File: src/rtl/addacc_seq.sv
// Sequencer/arbiter for one conf_buff -> t1ff -> dro_cell adder-accumulator chain.
// Optional build macro ADDACC_SEQ_PARITY_CHK_EN adds a sticky par_err output.
module addacc_seq #(
  parameter int T_SEP    = 3,
  parameter int RD_DELAY = 2,
  parameter int CLR_CYC  = 1,
  parameter int CNT_W    = 8
) (
  input  logic             clk,
  input  logic             rd,
  input  logic             a_req,
  input  logic             b_req,
  output logic             a_gnt,
  output logic             b_gnt,
  output logic             pa_out,
  output logic             pb_out,
  input  logic             rdo_req,
  output logic             dro_clk,
  output logic             t1_rd,
  input  logic             cout_in,
  input  logic             sout_in,
  output logic             result,
  output logic             rdo_done,
  output logic [CNT_W-1:0] count
`ifdef ADDACC_SEQ_PARITY_CHK_EN
  ,
  output logic             par_err
`endif
);

  localparam int SEP_W = $clog2(T_SEP + 1);
  localparam int DLY_W = $clog2(RD_DELAY + 1);
  localparam int CLR_W = $clog2(CLR_CYC + 1);

  localparam logic [2:0] S_IDLE = 3'd0;
  localparam logic [2:0] S_GAP  = 3'd1;
  localparam logic [2:0] S_READ = 3'd2;
  localparam logic [2:0] S_WAIT = 3'd3;
  localparam logic [2:0] S_CLR  = 3'd4;

  logic [2:0]       state;
  logic [SEP_W-1:0] sep_cnt;
  logic [DLY_W-1:0] dly_cnt;
  logic [CLR_W-1:0] clr_cnt;
  logic             rr_b;
  logic             pick_b;

  // B wins only when alone or when the round-robin pointer favours it.
  assign pick_b = b_req & (~a_req | rr_b);

`ifndef ADDACC_SEQ_PARITY_CHK_EN
  logic unused_sout;
  assign unused_sout = sout_in;
`endif

  always_ff @(posedge clk) begin
    if (rd) begin
      state    <= S_IDLE;
      sep_cnt  <= '0;
      dly_cnt  <= '0;
      clr_cnt  <= '0;
      rr_b     <= 1'b0;
      a_gnt    <= 1'b0;
      b_gnt    <= 1'b0;
      pa_out   <= 1'b0;
      pb_out   <= 1'b0;
      dro_clk  <= 1'b0;
      t1_rd    <= 1'b0;
      result   <= 1'b0;
      rdo_done <= 1'b0;
      count    <= '0;
`ifdef ADDACC_SEQ_PARITY_CHK_EN
      par_err  <= 1'b0;
`endif
    end else begin
      a_gnt    <= 1'b0;
      b_gnt    <= 1'b0;
      pa_out   <= 1'b0;
      pb_out   <= 1'b0;
      dro_clk  <= 1'b0;
      rdo_done <= 1'b0;
      case (state)
        S_IDLE: begin
          sep_cnt <= '0;
          dly_cnt <= '0;
          clr_cnt <= '0;
          if (rdo_req) begin
            dro_clk <= 1'b1;
            state   <= S_READ;
          end else if (a_req | b_req) begin
            a_gnt  <= ~pick_b;
            pa_out <= ~pick_b;
            b_gnt  <= pick_b;
            pb_out <= pick_b;
            rr_b   <= ~pick_b;
            count  <= count + 1'b1;
            state  <= S_GAP;
          end
        end
        // The pulse cycle itself is the first GAP cycle.
        S_GAP: begin
          if (sep_cnt == SEP_W'(T_SEP - 1)) state <= S_IDLE;
          else sep_cnt <= sep_cnt + 1'b1;
        end
        S_READ: begin
          if (dly_cnt == DLY_W'(RD_DELAY - 1)) begin
            result <= cout_in;
`ifdef ADDACC_SEQ_PARITY_CHK_EN
            if (sout_in != count[0]) par_err <= 1'b1;
`endif
            t1_rd  <= 1'b1;
            state  <= S_CLR;
          end else begin
            dly_cnt <= dly_cnt + 1'b1;
          end
        end
        S_CLR: begin
          if (clr_cnt == '0) count <= '0;
          if (clr_cnt == CLR_W'(CLR_CYC - 1)) begin
            t1_rd    <= 1'b0;
            rdo_done <= 1'b1;
            state    <= S_WAIT;
          end else begin
            clr_cnt <= clr_cnt + 1'b1;
          end
        end
        // rdo_done cycle: gives the requester a cycle to drop rdo_req.
        S_WAIT:  state <= S_IDLE;
        default: state <= S_IDLE;
      endcase
    end
  end

endmodule
File: config.mk
export PLATFORM = sky130hd
export DESIGN_NAME = addacc_seq
export DESIGN_NICKNAME = d
export VERILOG_FILES = /design/src/rtl/addacc_seq.sv
export SDC_FILE = /design/constraint.sdc
export NUM_CORES = 1
export LEC_CHECK = 0
export ABC_CLOCK_PERIOD_IN_PS = 1500
export BUFFER_PORTS_ARGS = -buffer_cell sky130_fd_sc_hd__buf_2
export CAP_MARGIN = 20
export CORE_MARGIN = 10
export CORE_UTILIZATION = 45
export CTS_CLUSTER_SIZE = 25
export DETAILED_ROUTE_END_ITERATION = 12
export PLACE_DENSITY = 0.76
export SYNTH_ARGS = -nofsm -noshare
export SYNTH_HDL_FRONTEND = slang
export SYNTH_SLANG_ARGS = --single-unit
File: constraint.sdc
create_clock -name clk -period 1.5 [get_ports clk]
set_input_delay 0.075 -clock clk [delete_from_list [all_inputs] [get_ports clk]]
set_output_delay 0.075 -clock clk [all_outputs]
set_load 0.01 [all_outputs]
==> metrics.md, run 1 <==
| Metric | Value |
|---|---|
| Ports | 23 |
| Residual DRC | 0 |
| Measured slew at the worst slew-check pin | a little over 0.5 ns |
| Dpl hpwl | 1710 microns |
| Synth async-reset ratio | 0 |
| Clock transition at path regs | roughly 0.11 ns |
| Area contributors post-synth | dfxtp_1 (45%), a21oi_1 (5.1%), nor2_1 (4.6%), ha_1 (3.8%), o21ai_0 (3.5%) |
| # setup viols final | 0 |
| Hold_ws | between 0.009 and 0.01 ns |
| Synthesized instance count | ~110 |
| Clk_skew | around 0.0036 ns |
| CTS hold repair buffers | 0 |
| Die footprint | between 4000 and 5000 sq um |
| Maximum vdd ir drop | 0.628 mV |
| Largest net degree at the start of global routing | 19 |
| Clock Tree Root | clkbuf_4 |
| PortBufs | 21 |
| Sequential share of power | 0.584 |
| Tightest Hold Check Type | input port to register |
| Vias per inst | between 5 and 6 |
| DR WL/cell | roughly 13 microns |
| N_diodes | 0 |
| Antenna violations before repair | 0 |
| Final hold vios | 0 |
| Fraction of layout cells with a size suffix above 1 | 0.285 |
| All-Layer GR Usage | 0.103 |
| Die width | 66.9 microns |
| Ys Warns | 0 |
| Combinational Power Share | 0.175 |
| 1st-pass router iterations | 4 |
| Seq/Total Area, Yosys | 0.446 |
| Cts repair resizes | 0 |
| Reg2reg start | sep_cnt[0]$_SDFFE_PP0P_ |
| Die height | approximately 67 microns |
| Vias in the first global route | 873 |
| Post-Layout Cell Count | 164 |
| Setup crit start | sep_cnt[0]$_SDFFE_PP0P_ |
| Max Clock Freq | 712 MHz |
| Min cycle time layout | around 1.4 ns |
| Leak | around 0.0005 uW |
| Post-CTS Setup Repair Bufs | 0 |
| Rel. slew slack | 0.651 |
| Vias | around 900 |
| Core region area | 2020 sq um |
| Sw Ratio | 0.269 |
| Placed instance count | 161 |
| Core Rows | 16 |
| Syn Nets | about 120 |
| Max Root-Sink Buffers | 2 |
| Library cells used by synthesis | 36 |
| Final Cell Area | 1180 sq um |
| Yosys top cell by area | dfxtp_1 |
| P per Cell Area | 924 nW/um^2 |
| TritonCTS buffer count | 3 |
| Crit start category | register |
| Placed Area | 1140 sq um |
| First-pass GRT wire length | between 3000 and 4000 microns |
| Delay-heaviest family, CP | simple AND/OR/NAND/NOR gates |
| Status | finished clean |
| Post-route setup TNS | 0 ns |
| Most common cell after layout, fill and taps aside | buf_2 |
| Crit share post-route | 0.936 |
| First DRT Iteration DRCs | 42 |
| Core Util, Final | 0.582 |
| Hold_sp | cout_in |
| Int Power | approximately 790 uW |
| Total grt overflow | 0 |
| Slowest cell on crit path | or4b_4 |
| Sw power | around 300 uW |
| Net count, final | 149 |
| Arr. time, crit path | 1.64 ns |
| Post-DRT Antenna Nets | 0 |
| Synth Flop Type | dfxtp_1 |
| Commonest cells after routing, fill and taps aside | buf_2 (21), dfxtp_1 (20), nor2_1 (12) |
| Avg Cell Area, Syn | a little under 9 sq um |
| Crit path buffers/inverters | 1 |
| Max incr delay on CP | ~0.50 ns |
| Clock Latency Late Sink | 0.30 ns |
| Power share of the clock group | 0.241 |
| Setup crit end kind | register |
| TritonCTS Sinks | 22 |
| Crit path max fanout | 4 |
| Number of enable flip-flop cells after synthesis | 0 |
| Detailed Route WL | ~2200 microns |
| Final max-slew violation count | 0 |
| CTS tree | done |
| Crit path cell chain | inv_1 -> ha_1 -> or4b_4 -> a211oi_2 |
| Mapped Area | slightly below 1000 sq um |
| Top-area cell type share of the netlist area | 0.446 |
| Critical path class | register to register |
| WP data required | 1.74 ns |
| Seq cells post-synth | 22 |
| Gpl congestion | about 0.74 |
| Max Cap Viol | 0 |
| Initial core utilization | 0.489 |
| Layout area overhead | 19.0% |
| # H-tree levels | 1 |
[routing by layer]
layer	GRT usage	part of all wire	vias to the layer above
met1	0.112	0.41	426
met3	0.0485	0.085	2
met5	0	0	-
met2	0.173	0.49	27
li1	-	-	454
met4	0.0308	0.0088	0
[cells by family after synthesis]
logic type,Yosys count,synth area share
buffers and inverters,11,0.0633
and+or+nand+nor,46,0.242
muxes,2,0.0203
xor gates and xnor gates,1,0.00886
DFF,22,0.446
AOI/OAI and AO/OA,28,0.182
adders and majority gates,3,0.0380
[power groups by stage]
stage	Clock (uW)	Combinational [uW]	Sequential, uW
finish	262	190	635
global route	290	212	639
CTS	267	185	634
detailed placement	0	184	648
global placement	0	174	646
floorplan	0	117	646
[worst register-to-register path, stage by stage, from the launching register on]
cell      delay [ns]
dfxtp_1         0.32
inv_1           0.06
ha_1            0.24
or4b_4          0.50
a211oi_2        0.21
[cells in the mapped netlist, types with 2 or more instances]
library cell,instances
nor3_1,4
buf_2,2
and2_1,2
a21oi_1,10
nand4_1,2
buf_4,3
nor4_1,3
nand2b_1,2
dfxtp_1,22
ha_1,3
inv_1,3
o21ai_0,7
nor2_1,12
clkbuf_1,2
nand3_1,2
or3_1,5
mux2i_1,2
nand2_1,9
[final timing paths]
path | endpoint | slack (ns) | cells after the start
setup reg to reg | sep_cnt[0]$_SDFFE_PP0P_ | 0.1 | 4
hold / removal | result$_SDFFE_PP0P_ | 0.009 | 3
hold reg to reg | rr_b$_SDFFE_PP0P_ | 0.50 | 2
setup / recovery | sep_cnt[0]$_SDFFE_PP0P_ | 0.1 | 4
[cell type report]
cell class,instances,area [sq um]
fill,191,846
multi-input combinational,80,500
sequential,22,443
timing repair buffer,29,165
tap,27,33.8
clock buffer,3,22.5
inverter,3,11.3
[metrics by stage]
step | power, uW | worst slack (ns)
6_report | 1090 | 0.0953
2_1_floorplan | 763 | 0.173
4_1_cts | 1090 | 0.0761
5_1_grt | 1140 | -0.00840
3_5_place_dp | 832 | 0.107
3_3_place_gp | 820 | 0.138
[registers in the layout (all words and copies together) (netlist names), 2 cells and up]
register	cells
count	8
state	3
dly_cnt	2
sep_cnt	2
Power figures use the tool's default switching activity.
==> inputs of run 2 (changes only) <==
==> constraint.sdc (replaced) <==
create_clock -name clk -period 1.5 [get_ports clk]
set_input_delay 0.15 -clock clk [delete_from_list [all_inputs] [get_ports clk]]
set_output_delay 0.15 -clock clk [all_outputs]
set_load 0.01 [all_outputs]
==> run 2 against run 1 <==
  * Design area up 1.5%
  * Routed wire length is 4.7% higher
  * Total power up 5.9%
  * Utilization increased by 0.87 points
  * Combinational power about the same
  * Critical path type unchanged
==> metrics.md, run 2 (same netlist as run 1, synthesis figures left out) <==
| Metric | Value |
|---|---|
| Status | finished clean (unchanged) |
| Multi-input logic area | 503 sq um (was 500 sq um) |
| Reg area | 444 sq um (was 443 sq um) |
| Largest register FFs | 8 (unchanged) |
| Leak | 0.000496 uW (was 0.000490 uW) |
| Hold_ws | 0.0775 ns (was 0.00938 ns) |
| Die width | 66.9 microns (unchanged) |
| Max incr delay on CP | 0.49 ns (was 0.50 ns) |
| Cts repair resizes | 0 (unchanged) |
| Crit path max fanout | 4 (unchanged) |
| Clk_skew | 0.00186 ns (was 0.00364 ns) |
| Crit start category | register (unchanged) |
| Delay-heaviest family, CP | simple AND/OR/NAND/NOR gates (unchanged) |
| Antenna violations before repair | 0 (unchanged) |
| All-Layer GR Usage | 0.107 (was 0.103) |
| Dpl hpwl | 1750 microns (was 1710 microns) |
| TritonCTS buffer count | 3 (unchanged) |
| P per Cell Area | 964 nW/um^2 (was 924 nW/um^2) |
| Max Cap Viol | 0 (unchanged) |
| Largest net degree at the start of global routing | 19 (unchanged) |
| Crit path buffers/inverters | 1 (unchanged) |
| RSZ-0062 raised after global routing | no |
| Total grt overflow | 0 (unchanged) |
| Core Util, Final | 0.590 (was 0.582) |
| Core Rows | 16 (unchanged) |
| Commonest cells after routing, fill and taps aside | buf_2 (21), dfxtp_1 (19), nor2_1 (12) (was buf_2 (21), dfxtp_1 (20), nor2_1 (12)) |
| Tightest Hold Check Type | input port to register (unchanged) |
| Gpl congestion | 0.717 (was 0.735) |
| Die footprint | 4470 sq um (unchanged) |
| Clock transition at path regs | 0.12 ns (was 0.11 ns) |
| Arr. time, crit path | 1.62 ns (was 1.64 ns) |
| Slowest cell on crit path | or4b_4 (unchanged) |
| Residual DRC | 0 (unchanged) |
| First-pass GRT wire length | 3920 microns (was 3710 microns) |
| Clock Tree Root | clkbuf_4 (unchanged) |
| Post-CTS Setup Repair Bufs | 0 (unchanged) |
| Vias per inst | 5.53 (was 5.54) |
| Maximum vdd ir drop | 0.617 mV (was 0.628 mV) |
| Net count, final | 149 (unchanged) |
| Initial core utilization | 0.489 (unchanged) |
| Measured slew at the worst slew-check pin | 0.469 ns (was 0.510 ns) |
| 1st-pass router iterations | 4 (unchanged) |
| Detailed Route WL | 2270 microns (was 2170 microns) |
| Clock Latency Late Sink | 0.30 ns (about the same) |
| Most common cell after layout, fill and taps aside | buf_2 (unchanged) |
| Final hold vios | 0 (unchanged) |
| # setup viols final | 0 (unchanged) |
| Setup crit end kind | register (unchanged) |
| Min cycle time layout | 1.38 ns (was 1.40 ns) |
| CTS tree | done (unchanged) |
| Crit path cell chain | inv_1 -> ha_2 -> or4b_4 -> a211oi_2 (was inv_1 -> ha_1 -> or4b_4 -> a211oi_2) |
| Layout area overhead | 20.8% (was 19.0%) |
| DR WL/cell | 13.8 microns (was 13.2 microns) |
| Rel. slew slack | 0.680 (was 0.651) |
| Post-route setup TNS | 0 ns (unchanged) |
| Max Root-Sink Buffers | 2 (unchanged) |
| Crit share post-route | 0.921 (was 0.936) |
| Critical path class | register to register (unchanged) |
| Post-DRT Antenna Nets | 0 (unchanged) |
| Ports | 23 (unchanged) |
| Vias in the first global route | 942 (was 873) |
| First DRT Iteration DRCs | 19 (was 42) |
| N_diodes | 0 (unchanged) |
| TritonCTS Sinks | 22 (unchanged) |
| Final max-slew violation count | 0 (unchanged) |
| Largest registers | count (8), state (3) (unchanged) |
| Max Clock Freq | 724 MHz (was 712 MHz) |
| PortBufs | 21 (unchanged) |
| Vias | 912 (was 909) |
| Filler Cells Inserted | 205 (was 191) |
| Largest Register | count (unchanged) |
| # H-tree levels | 1 (unchanged) |
| Die height | 66.9 microns (unchanged) |
| CTS hold repair buffers | 0 (unchanged) |
| Core region area | 2020 sq um (unchanged) |
| WP data required | 1.73 ns (was 1.74 ns) |
| Fraction of layout cells with a size suffix above 1 | 0.304 (was 0.285) |
-- run 2: cell count changes in the layout (fill, tap and decap cells not counted), sizes merged --
cell | previous run | this run
clkbuf | 3 | 4
-- run 2: final timing paths --
| path | from | to | slack (ns) | depth (start not counted) |
|---|---|---|---|---|
| max | sep_cnt[0]$_SDFFE_PP0P_ | sep_cnt[0]$_SDFFE_PP0P_ | 0.12 | 4 |
| min | cout_in | result$_SDFFE_PP0P_ | 0.08 | 3 |
| max reg2reg | sep_cnt[0]$_SDFFE_PP0P_ | sep_cnt[0]$_SDFFE_PP0P_ | 0.12 | 4 |
| min reg2reg | count[7]$_SDFFE_PP0P_ | count[7]$_SDFFE_PP0P_ | 0.51 | 2 |
-- run 2: where the power goes --
group	leakage (uW)	total [uW]	internal, uW	switching (uW)
registers	0.000180	636	611	24.6
clock network	0.0000210	324	148	176
logic	0.000295	191	90.2	101
total	0.000496	1150	849	301
-- run 2: cell type report --
| cell class | instances | share of cell area |
|---|---|---|
| timing repair buffer | 29 | 0.138 |
| clock buffer | 4 | 0.0304 |
| sequential | 22 | 0.372 |
| tap | 27 | 0.0283 |
| inverter | 3 | 0.00943 |
| multi-input combinational | 80 | 0.421 |
-- run 2: stage by stage --
stage | cell area (sq um) | instances | total power, uW | setup slack (ns)
6_report | 1190 | 165 | 1150 | 0.119
2_1_floorplan | 988 | 113 | 763 | 0.173
5_1_grt | 1190 | 165 | 1200 | 0.0219
4_1_cts | 1170 | 165 | 1160 | 0.0396
3_5_place_dp | 1140 | 161 | 832 | 0.0755
3_3_place_gp | 1140 | 161 | 820 | 0.134
-- run 2: worst reg2reg max path: cells and delay by family (launching register included) --
kind	cells	cell delay (ns)
AOI/OAI and AO/OA	1	0.22
adders and majority gates	1	0.21
buffers and inverters	1	0.06
DFF	1	0.33
and+or+nand+nor	1	0.49
-- run 2: layer usage --
metal,part of all wire,track usage
met5,0,0
met4,0.0040,0.0410
met3,0.067,0.0318
met2,0.52,0.195
met1,0.41,0.110
==> inputs of run 3 (changes only) <==
CTS_BUF_LIST = sky130_fd_sc_hd__clkbuf_8   (was not set)
==> run 3 against run 2 <==
  * Hold slack improved by 0.051 ns
  * Clock skew about the same
  * Routed wire length increased by 1.5%
  * Sequential share of layout area decreased by 0.63 points
  * Via count decreased by 1.3%
  * Combinational power about the same
  * Non-clock buffer count unchanged
  * Design area increased by 1.2%
  * Critical path depth unchanged
  * Clock-buffer cell count unchanged
  * Register-to-register slack got worse by 0.04 ns
  * Maximum frequency decreased by 2.6%
==> metrics.md, run 3 (same netlist as run 1, synthesis figures left out) <==
| Metric | Value |
|---|---|
| Status | finished clean (unchanged) |
| Largest net degree at the start of global routing | 19 (unchanged) |
| Fraction of layout cells with a size suffix above 1 | 0.283 (was 0.304) |
| Ports | 23 (unchanged) |
| Clock Tree Root | clkbuf_8 (was clkbuf_4) |
| Max Root-Sink Buffers | 2 (unchanged) |
| 1st-pass router iterations | 4 (unchanged) |
| N_diodes | 0 (unchanged) |
| # H-tree levels | 1 (unchanged) |
| Final max-slew violation count | 0 (unchanged) |
| WP data required | 1.68 ns (was 1.73 ns) |
| DR WL/cell | 14.0 microns (was 13.8 microns) |
| Min cycle time layout | 1.42 ns (was 1.38 ns) |
| Antenna violations before repair | 0 (unchanged) |
| Placed Area | 1140 sq um (unchanged) |
| First DRT Iteration DRCs | 23 (was 19) |
| PortBufs | 21 (unchanged) |
| TritonCTS buffer count | 3 (unchanged) |
| Largest register FFs | 8 (unchanged) |
| P per Cell Area | 1030 nW/um^2 (was 964 nW/um^2) |
| Core Rows | 16 (unchanged) |
| CTS tree | done (unchanged) |
| Clock transition at path regs | 0.08 ns (was 0.12 ns) |
| First-pass GRT wire length | 3950 microns (was 3920 microns) |
| Crit share post-route | 0.945 (was 0.921) |
| Die footprint | 4470 sq um (unchanged) |
| Die width | 66.9 microns (unchanged) |
| Leak | 0.000504 uW (was 0.000496 uW) |
| Crit path max fanout | 4 (unchanged) |
| RSZ-0062 raised after global routing | no (unchanged) |
| Detailed Route WL | 2310 microns (was 2270 microns) |
| Vias | 900 (was 912) |
| Post-CTS Setup Repair Bufs | 0 (unchanged) |
| Arr. time, crit path | 1.60 ns (was 1.62 ns) |
| Final hold vios | 0 (unchanged) |
| Final worst-path setup slack | 0.0825 ns (was 0.119 ns) |
| Final Cell Area | 1210 sq um (was 1190 sq um) |
| TritonCTS Sinks | 22 (unchanged) |
| Gpl congestion | 0.717 (unchanged) |
| # setup viols final | 0 (unchanged) |
| Tightest Hold Check Type | input port to register (unchanged) |
| Crit start category | register (unchanged) |
| Initial core utilization | 0.489 (unchanged) |
| Setup crit end kind | register (unchanged) |
| Net count, final | 149 (unchanged) |
| Post-route setup TNS | 0 ns (unchanged) |
| Grt met1 use | 0.111 (was 0.110) |
| Total grt overflow | 0 (unchanged) |
| Vias per inst | 5.45 (was 5.53) |
| Residual DRC | 0 (unchanged) |
| Measured slew at the worst slew-check pin | 0.467 ns (was 0.469 ns) |
| Met3 Use GR | 0.0318 (unchanged) |
| Die height | 66.9 microns (unchanged) |
| Largest registers | count (8), state (3) (unchanged) |
| Dpl hpwl | 1750 microns (unchanged) |
| Maximum vdd ir drop | 0.543 mV (was 0.617 mV) |
| Clk_skew | 0.00235 ns (was 0.00186 ns) |
| Rel. slew slack | 0.681 (was 0.680) |
| Max Clock Freq | 705 MHz (was 724 MHz) |
| Placement Setup Slack | 0.0755 ns (unchanged) |
| Global-route met2 utilization | 0.198 (was 0.195) |
| Max Cap Viol | 0 (unchanged) |
| Most Crowded Layer GR | met2 (unchanged) |
| Clock Latency Late Sink | 0.26 ns (was 0.30 ns) |
| Core region area | 2020 sq um (unchanged) |
| Vias in the first global route | 943 (was 942) |
| Post-DRT Antenna Nets | 0 (unchanged) |
| All-Layer GR Usage | 0.108 (was 0.107) |
| Critical path class | register to register (unchanged) |
| Commonest cells after routing, fill and taps aside | dfxtp_1 (21), buf_2 (21), nor2_1 (12) (was buf_2 (21), dfxtp_1 (19), nor2_1 (12)) |
| Largest Register | count (unchanged) |
| Layout area overhead | 22.2% (was 20.8%) |
[run 3: cell counts in the layout (fill, tap and decap cells not counted)]
No cell type changed its count.
[run 3: cell type report]
type / count / area [sq um]
well taps: 27 / 33.8
flip-flops and latches: 22 / 442
multi-input cells: 80 / 500
clock buffers: 4 / 55.1
inverters: 3 / 11.3
fillers: 204 / 815
repair buffers: 29 / 165
[run 3: timing repair]
action / CTS / global route
hold endpoints to repair: 0 / 0
resized for setup: 0 / 4
hold buffers: 0 / 0
setup endpoints to repair: 0 / 3
[run 3: per-stage QoR]
stage / cells / hold WS [ns] / power [uW] / util
3_3_place_gp: 161 / 0.387 / 820 / 0.562
4_1_cts: 165 / 0.131 / 1250 / 0.589
3_5_place_dp: 161 / 0.400 / 832 / 0.562
6_report: 165 / 0.128 / 1250 / 0.597
2_1_floorplan: 113 / 0.297 / 763 / -
5_1_grt: 165 / 0.157 / 1300 / 0.597
[run 3: routing by layer]
| layer | wire, microns | up-vias |
|---|---|---|
| li1 | - | 452 |
| met1 | 949 | 434 |
| met2 | 1210 | 12 |
| met3 | 139 | 2 |
| met4 | 8 | 0 |
| met5 | 0 | - |
[run 3: final timing paths]
path,slack (ns),end,cells past startpoint,start
max reg2reg,0.08,sep_cnt[0]$_SDFFE_PP0P_,4,sep_cnt[0]$_SDFFE_PP0P_
min,0.13,result$_SDFFE_PP0P_,3,cout_in
max,0.08,sep_cnt[0]$_SDFFE_PP0P_,4,sep_cnt[0]$_SDFFE_PP0P_
min reg2reg,0.50,count[7]$_SDFFE_PP0P_,2,count[7]$_SDFFE_PP0P_
[run 3: power breakdown]
part           total (uW)  internal, uW  switching (uW)
Sequential            634           610            24.3
Combinational         191          89.8             101
Clock                 423           234             190
[run 3: critical path, cell delays in order (launching register included)]
cell      delay, ns
dfxtp_1        0.31
inv_1          0.06
ha_1           0.25
or4b_4         0.50
a211oi_2       0.22
